[config.mk]
export PLATFORM = sky130hd
export DESIGN_NAME = axi_lite_write_slave
export DESIGN_NICKNAME = d
export VERILOG_FILES = /design/src/rtl/axi_lite_pkg.sv /design/src/rtl/axil_wr_regfile.sv /design/src/rtl/axi_lite_write_slave.sv
export SDC_FILE = /design/constraint.sdc
export NUM_CORES = 1
export LEC_CHECK = 0
export ABC_AREA = 1
export CORE_AREA = 2 2 441 443
export CTS_BUF_LIST = sky130_fd_sc_hd__clkbuf_2 sky130_fd_sc_hd__clkbuf_4 sky130_fd_sc_hd__clkbuf_8
export DETAILED_ROUTE_END_ITERATION = 8
export DIE_AREA = 0 0 443 445
export PLACE_DENSITY = 0.55
export SYNTH_ARGS = -nofsm -noshare
export SYNTH_HDL_FRONTEND = slang
export SYNTH_SLANG_ARGS = --single-unit
[constraint.sdc]
create_clock -name ACLK -period 4.55 [get_ports ACLK]
set_input_delay 0.91 -clock ACLK [delete_from_list [all_inputs] [get_ports ACLK]]
set_output_delay 0.91 -clock ACLK [all_outputs]
set_load 0.05 [all_outputs]
[src/rtl/axi_lite_pkg.sv]
// Shared types for the AXI-Lite write subordinate: B-channel response codes and FSM states.
package axi_lite_pkg;

    typedef enum logic [1:0] {
        OKAY   = 2'b00,
        EXOKAY = 2'b01,
        SLVERR = 2'b10,
        DECERR = 2'b11
    } resp_e;

    typedef enum logic {
        COLLECT = 1'b0,
        RESP    = 1'b1
    } wr_state_e;

endpackage

[src/rtl/axil_wr_regfile.sv]
// Strobe-masked register array. Byte lanes with a clear strobe keep their old value.
module axil_wr_regfile #(
    parameter int unsigned DATA_W   = 64,
    parameter int unsigned NUM_REGS = 16,
    parameter int unsigned STRB_W   = DATA_W / 8
) (
    input  logic                         ACLK,
    input  logic                         ARESETn,
    input  logic                         we,
    input  logic [$clog2(NUM_REGS)-1:0]  idx,
    input  logic [DATA_W-1:0]            wdata,
    input  logic [STRB_W-1:0]            wstrb,
    output logic [NUM_REGS*DATA_W-1:0]   reg_q
);

    logic [NUM_REGS-1:0][DATA_W-1:0] regs;

    always_ff @(posedge ACLK or negedge ARESETn) begin
        if (!ARESETn) begin
            regs <= '0;
        end else if (we) begin
            for (int unsigned b = 0; b < STRB_W; b++) begin
                if (wstrb[b]) begin
                    regs[idx][b*8 +: 8] <= wdata[b*8 +: 8];
                end
            end
        end
    end

    assign reg_q = regs;

endmodule

[src/rtl/axi_lite_write_slave.sv]
// AXI-Lite write subordinate: collects AW and W in either order, commits into a register file.
// Define AXIL_WR_RANGE_CHECK_EN to answer out-of-range addresses with SLVERR and skip the write.
module axi_lite_write_slave
    import axi_lite_pkg::*;
#(
    parameter int unsigned ADDR_W   = 32,
    parameter int unsigned DATA_W   = 64,
    parameter int unsigned STRB_W   = DATA_W / 8,
    parameter int unsigned NUM_REGS = 16
) (
    input  logic                         ACLK,
    input  logic                         ARESETn,
    input  logic [ADDR_W-1:0]            AWADDR,
    input  logic                         AWVALID,
    output logic                         AWREADY,
    input  logic [DATA_W-1:0]            WDATA,
    input  logic [STRB_W-1:0]            WSTRB,
    input  logic                         WVALID,
    output logic                         WREADY,
    output logic [1:0]                   BRESP,
    output logic                         BVALID,
    input  logic                         BREADY,
    output logic [NUM_REGS*DATA_W-1:0]   reg_q,
    output logic                         wr_pulse,
    output logic [$clog2(NUM_REGS)-1:0]  wr_idx
);

    localparam int unsigned LSB   = $clog2(STRB_W);
    localparam int unsigned IDX_W = $clog2(NUM_REGS);

    wr_state_e          state;
    resp_e              bresp_q;
    logic               rst_done;
    logic               aw_full;
    logic               w_full;
    logic [ADDR_W-1:0]  aw_addr;
    logic [DATA_W-1:0]  w_data;
    logic [STRB_W-1:0]  w_strb;

    logic               aw_hs;
    logic               w_hs;
    logic               commit;
    logic               wr_err;
    logic               reg_we;
    logic [ADDR_W-1:0]  addr_sel;
    logic [DATA_W-1:0]  data_sel;
    logic [STRB_W-1:0]  strb_sel;
    logic [IDX_W-1:0]   idx;
    logic               unused_addr_bits;

    assign AWREADY = rst_done & ~aw_full & (state == COLLECT);
    assign WREADY  = rst_done & ~w_full & (state == COLLECT);
    assign aw_hs   = AWVALID & AWREADY;
    assign w_hs    = WVALID & WREADY;

    // A channel handshaking this cycle is used directly; otherwise the held copy.
    assign addr_sel = aw_full ? aw_addr : AWADDR;
    assign data_sel = w_full  ? w_data  : WDATA;
    assign strb_sel = w_full  ? w_strb  : WSTRB;

    assign commit = (state == COLLECT) & (aw_full | aw_hs) & (w_full | w_hs);
    assign idx    = addr_sel[LSB +: IDX_W];

`ifdef AXIL_WR_RANGE_CHECK_EN
    assign wr_err           = |(addr_sel >> (LSB + IDX_W));
    assign unused_addr_bits = ^addr_sel[LSB-1:0];
`else
    assign wr_err           = 1'b0;
    assign unused_addr_bits = ^{addr_sel[LSB-1:0], addr_sel[ADDR_W-1:LSB+IDX_W]};
`endif

    assign reg_we = commit & ~wr_err;
    assign BRESP  = bresp_q;

    always_ff @(posedge ACLK or negedge ARESETn) begin
        if (!ARESETn) begin
            state    <= COLLECT;
            bresp_q  <= OKAY;
            BVALID   <= 1'b0;
            rst_done <= 1'b0;
            aw_full  <= 1'b0;
            w_full   <= 1'b0;
            aw_addr  <= '0;
            w_data   <= '0;
            w_strb   <= '0;
            wr_pulse <= 1'b0;
            wr_idx   <= '0;
        end else begin
            rst_done <= 1'b1;
            wr_pulse <= 1'b0;
            if (aw_hs) begin
                aw_full <= 1'b1;
                aw_addr <= AWADDR;
            end
            if (w_hs) begin
                w_full <= 1'b1;
                w_data <= WDATA;
                w_strb <= WSTRB;
            end
            unique case (state)
                COLLECT: begin
                    if (commit) begin
                        state  <= RESP;
                        BVALID <= 1'b1;
                        if (wr_err) begin
                            bresp_q <= SLVERR;
                        end else begin
                            bresp_q  <= OKAY;
                            wr_pulse <= 1'b1;
                            wr_idx   <= idx;
                        end
                    end
                end
                RESP: begin
                    if (BREADY) begin
                        state   <= COLLECT;
                        BVALID  <= 1'b0;
                        aw_full <= 1'b0;
                        w_full  <= 1'b0;
                    end
                end
                default: state <= COLLECT;
            endcase
        end
    end

    axil_wr_regfile #(
        .DATA_W   (DATA_W),
        .NUM_REGS (NUM_REGS),
        .STRB_W   (STRB_W)
    ) u_regfile (
        .ACLK    (ACLK),
        .ARESETn (ARESETn),
        .we      (reg_we),
        .idx     (idx),
        .wdata   (data_sel),
        .wstrb   (strb_sel),
        .reg_q   (reg_q)
    );

endmodule

Word level (Yosys, flattened, before mapping):

Cells that the tools add are included.

* output and inout port bits: 1034
* input port bits: 109
* register bits: 1113
* word-level logic and storage cells: 101

* bitwise logic cells: 13
* magnitude comparators: 2
* muxes and demuxes: 55
* reductions and logical operators: 3
* equality and inequality tests: 2

Operators with widths (count)
* $mux W1024: 15
* $bwmux W1024: 8
* $demux W64 S4: 8
* $mux W64: 2
* $mux W56: 1
* $mux W48: 1
* $mux W40: 1
* $mux W32: 1
* $mux W24: 1
* $mux W16: 1
* $mux W8: 2
* $mux W1: 11
* $and A1 B1 Y1: 8
* $mux W7: 1
* $lt A4 B5 Y1 const B: 1
* $ge A4 B1 Y1 const B: 1
* $ne A2 B2 Y1 const B: 2
* $pmux W1 S2: 2
* $reduce_and A2 Y1: 2
* $not A1 Y1: 3
* $or A1 B1 Y1: 2
* $logic_and A1 B1 Y1: 1

Longest topological paths before layout:

* word-level depth: 28
* mapped depth: 11

Hierarchy:

Synthesis repeated with hierarchy kept, for this count alone.

* cells, all modules: 5173
* area total of the unflattened synthesis: 45033.2 um2

By module, submodules not included
* axil_wr_regfile: sequential area each 25624.6 um2, instances 1, area each 40867.9 um2, cells an instance 4638
* axi_lite_write_slave: sequential area each 2152.1 um2, instances 1, area each 4165.2 um2, cells an instance 535

Least setup slack after synthesis:

Ideal clock, no wire load.

* path kind: register to register
* start: reg w_full
* end: reg w_data[8]
* setup slack: 2.282 ns
* path buffers: 3
* arrival: 2.137 ns
* clock period less this slack: 2.268 ns
* required time: 4.420 ns
* cell stages (with the launch flop): 8
* cell sequence: dfrtp_1 > buf_2 > nor2_1 > nand2_1 > clkbuf_1 > buf_1 > nand2_1 > o21ai_0

* longest elaborated chain between the ends: 4

RTL lines
* from (decl): line axi_lite_write_slave.sv:35 `logic w_full;`
* from (signal assigned): line axi_lite_write_slave.sv:82 `w_full <= 1'b0;`
* from (signal assigned): line axi_lite_write_slave.sv:96 `w_full <= 1'b1;`
* from (signal assigned): line axi_lite_write_slave.sv:119 `w_full <= 1'b0;`
* $not A1 Y1: line axi_lite_write_slave.sv:52 `assign WREADY = rst_done & ~w_full & (state == COLLECT);`
* $and A1 B1 Y1 (2 in series): line axi_lite_write_slave.sv:52
* net WREADY: line axi_lite_write_slave.sv:19 `output logic WREADY,`
* $and A1 B1 Y1: line axi_lite_write_slave.sv:54 `assign w_hs = WVALID & WREADY;`
* to (signal assigned): line axi_lite_write_slave.sv:84 `w_data <= '0;`
* to (signal assigned): line axi_lite_write_slave.sv:97 `w_data <= WDATA;`
* to (decl): line axi_lite_write_slave.sv:37 `logic [DATA_W-1:0] w_data;`

The timed path passes the listed nets, and every way through them passes these cells.
A chain may end at the register's enable or synchronous reset.

Worst setup path in the final report:

* start: reg w_full
* end: out WREADY

* longest elaborated chain between the ends: 3

RTL lines (line)
* $not A1 Y1: axi_lite_write_slave.sv:52
* $and A1 B1 Y1 (2 in series): axi_lite_write_slave.sv:52
* to (decl): axi_lite_write_slave.sv:19

No other way between the ends.

==> results.yml <==
worst_hold_path:
  hold_depth: 2
  min_to: "u_regfile.reg_q[571]$_DFFE_PN0P_"
  hp-class: "reg2reg"
  hold_start: "u_regfile.reg_q[571]$_DFFE_PN0P_"
worst_setup_path:
  cp-start-kind: "flip-flop"
  r2r-start: "w_full$_DFF_PN0_"
  cp_max_fo: 45
  cp_slowest_cell: "clkdlybuf4s50_1"
  ff2ff_path_depth: 7
  slowest_delay_ps: 930
  crit_required_ps: 3640
  r2r_slack_ps: 1160
  path_cells: "nor2_1 > clkdlybuf4s50_1"
  endpoint_kind: "primary output"
  r2r-end: "u_regfile.reg_q[850]$_DFFE_PN0P_"
  critPathArrivalTime_ps: 3000
  crit_type: "reg2out"
sta:
  fmax_ghz: 0.2555
  drv_slew: 0
  setup_viol: 0
  finalHoldWorstSlack_ps: 468.4
  fin_crit_sh_pct: 86.03
  layout_min_cycle_time_ps: 3914
  rsz0062_at_grt: "false"
  fin_skew_ps: 89.90
  worst_pin_slew_ps: 1170
  hold_viol_final: 0
  slew_headroom_pct: 21.71
  final.setup.tns_ps: 0
synthesis:
  syn-instance-count: 5222
  yosysWarnings: 0
  synth_area_leaders: "dfrtp_1 (59%), nand2_1 (18%), nand4_1 (12%)"
  ys_seq_area_share_pct: 58.99
  synth_top_area_share_pct: 58.99
  syn_area_um2: 47090
  synth.distinct_cells: 27
  ys_ff_latch: 1110
  syn_area_per_cell_um2: 9.017
  yosysTopAreaCell: "dfrtp_1"
power_and_ir_drop:
  pwr-share-seq_pct: 26.9
  power.share.clock_pct: 17.7
  switching_power_mw: 30.89
  p_leak_nw: 32.64
  share_comb_of_total_power_pct: 55.4
  p_per_area_nw_per_um2: 869.2
  ir_worst_vdd_mv: 0.4404
  switching_share_pct: 53.66
  p_int_mw: 26.68
drt:
  vias: 45380
  routed_wl_um: 234800
  post_drt_wl_per_cell_um: 25.95
  postRouteAntennaNets: 0
  firstDrtPassIters: 6
  drc: 0
  drt_iter0_drc: 4393
  routed_via_density: 5.015
cts:
  clkLatencyLatePin_ps: 1010
  htree_levels: 4
  cts_tree: "yes"
  cts_sinks: 1110
  cts_buffer_depth: 3
  ctsRootBufferMaster: "clkbuf_8"
  cts.clk_slew.worst_paths_ps: 60
  cts_buffers: 200
floorplanning:
  pin_count: 1143
  chipHeight_um: 445
  start_util_pct: 24.53
  die_area_um2: 197100
  dieWidth_um: 443
  core_um2: 192000
  row_count: 161
grt:
  first_global_vias: 43730
  grt_overflow: 0
  grt_antenna_before_repair: 40
  grt_first_pass_wirelength_um: 329800
  grt_max_degree: 111
  grt_util_all_layers_pct: 23.09
placed_design:
  port_buffers: 1112
  place_congestion: 0.8883
  hpwl_um: 168700
final_layout:
  syn2layout_area_growth_pct: 40.66
  layout-drive-gt1-share_pct: 10.80
  final_cell_mix: "nand2_1 (2,243), clkdlybuf4s50_1 (1,110), dfrtp_1 (1,109)"
  nFillCells: 19860
  final_core_util_pct: 34.50
  ff_latch_area_um2: 27780
  final_common_cell: "nand2_1"
  multiInputGateArea_um2: 17250
  num-nets-final: 6446
outcome:
  status: "finished clean"
flow_run:
  cap_violations: 0
-- metrics by stage --
step / setup WS (ps) / area [µm²] / total power, mW / std cells
after floorplan: 2282 / 47090 / 33.23 / 5223
after global placement: 730.5 / 61850 / 47.20 / 8660
after detailed placement: 705.9 / 61850 / 47.42 / 8660
after CTS: 491.1 / 66140 / 57.79 / 9010
after global routing: 494.7 / 66220 / 59.76 / 9044
final: 635.6 / 66230 / 57.57 / 9049
-- power by group through the flow --
stage | Combinational [mW] | Clock, mW | Sequential, mW
after CTS | 32.0 | 10.4 | 15.4
after global placement | 31.7 | 0 | 15.5
final | 31.9 | 10.2 | 15.5
after detailed placement | 31.9 | 0 | 15.5
after floorplan | 7.94 | 0 | 25.3
after global routing | 33.1 | 10.8 | 15.8
-- metal layers --
layer | part of all wire, % | track usage [%] | vias to the layer above
met2 | 48 | 37.81 | 2174
met4 | 6.6 | 14.95 | 4
met5 | 0.011 | 0 | -
met3 | 8.1 | 6.223 | 547
li1 | - | - | 19990
met1 | 37 | 26.62 | 22670
-- worst max-delay path by stage --
stage / from / end / cells past startpoint
2_1_floorplan: w_full$_DFF_PN0_ / w_data[8]$_DFFE_PN0P_ / 7
3_3_place_gp: AWADDR[4] / u_regfile.reg_q[949]$_DFFE_PN0P_ / 9
3_5_place_dp: AWADDR[4] / u_regfile.reg_q[944]$_DFFE_PN0P_ / 9
4_1_cts: w_full$_DFF_PN0_ / WREADY / 2
5_1_grt: w_full$_DFF_PN0_ / WREADY / 2
6_report: w_full$_DFF_PN0_ / WREADY / 2
-- final cells by class --
class,instances,share of cell area (%)
timing repair buffer,1341,20.13
inverter,90,0.5101
tap,2526,4.772
clock buffer,315,5.884
antenna,39,0.1473
multi-input combinational,3594,26.04
clock inverter,34,0.5762
sequential,1110,41.94
-- critical path, delay by kind of cell, from the launching register on --
kind | cells | cell delay (ps)
buf+inv | 1 | 930
flops | 1 | 750
simple gates | 1 | 350
-- flip-flops by register name, indices dropped and copies added (netlist names) --
register,cells
aw_full,1
u_regfile.reg_q,1024
state,1
w_strb,8
wr_pulse,1
rst_done,1
wr_idx,4
w_full,1
w_data,64
aw_addr,4
BVALID,1
-- logic make-up after synthesis --
| kind of cell | after synthesis | share of synthesized area [%] |
|---|---|---|
| other cells | 2 | 0.01595 |
| flops | 1110 | 58.99 |
| compound gates | 159 | 1.810 |
| simple gates | 3432 | 33.71 |
| buf+inv | 519 | 5.474 |
-- cell usage after synthesis, drive strengths merged --
cell type	count
buf	210
dfrtp	1110
clkbuf	219
nand2	2256
nand4	904
a31oi	1
inv	90
a21oi	1
nand3	233
nor3	6
o21ai	156
conb	2
o21bai	1
nor2	33
-- repair_timing --
item,4_1_cts,5_1_grt
hold endpoints to repair,61,0
setup buffers,0,0
resized for setup,0,0
hold buffers,1,0
(Power assumes the default switching activity.)
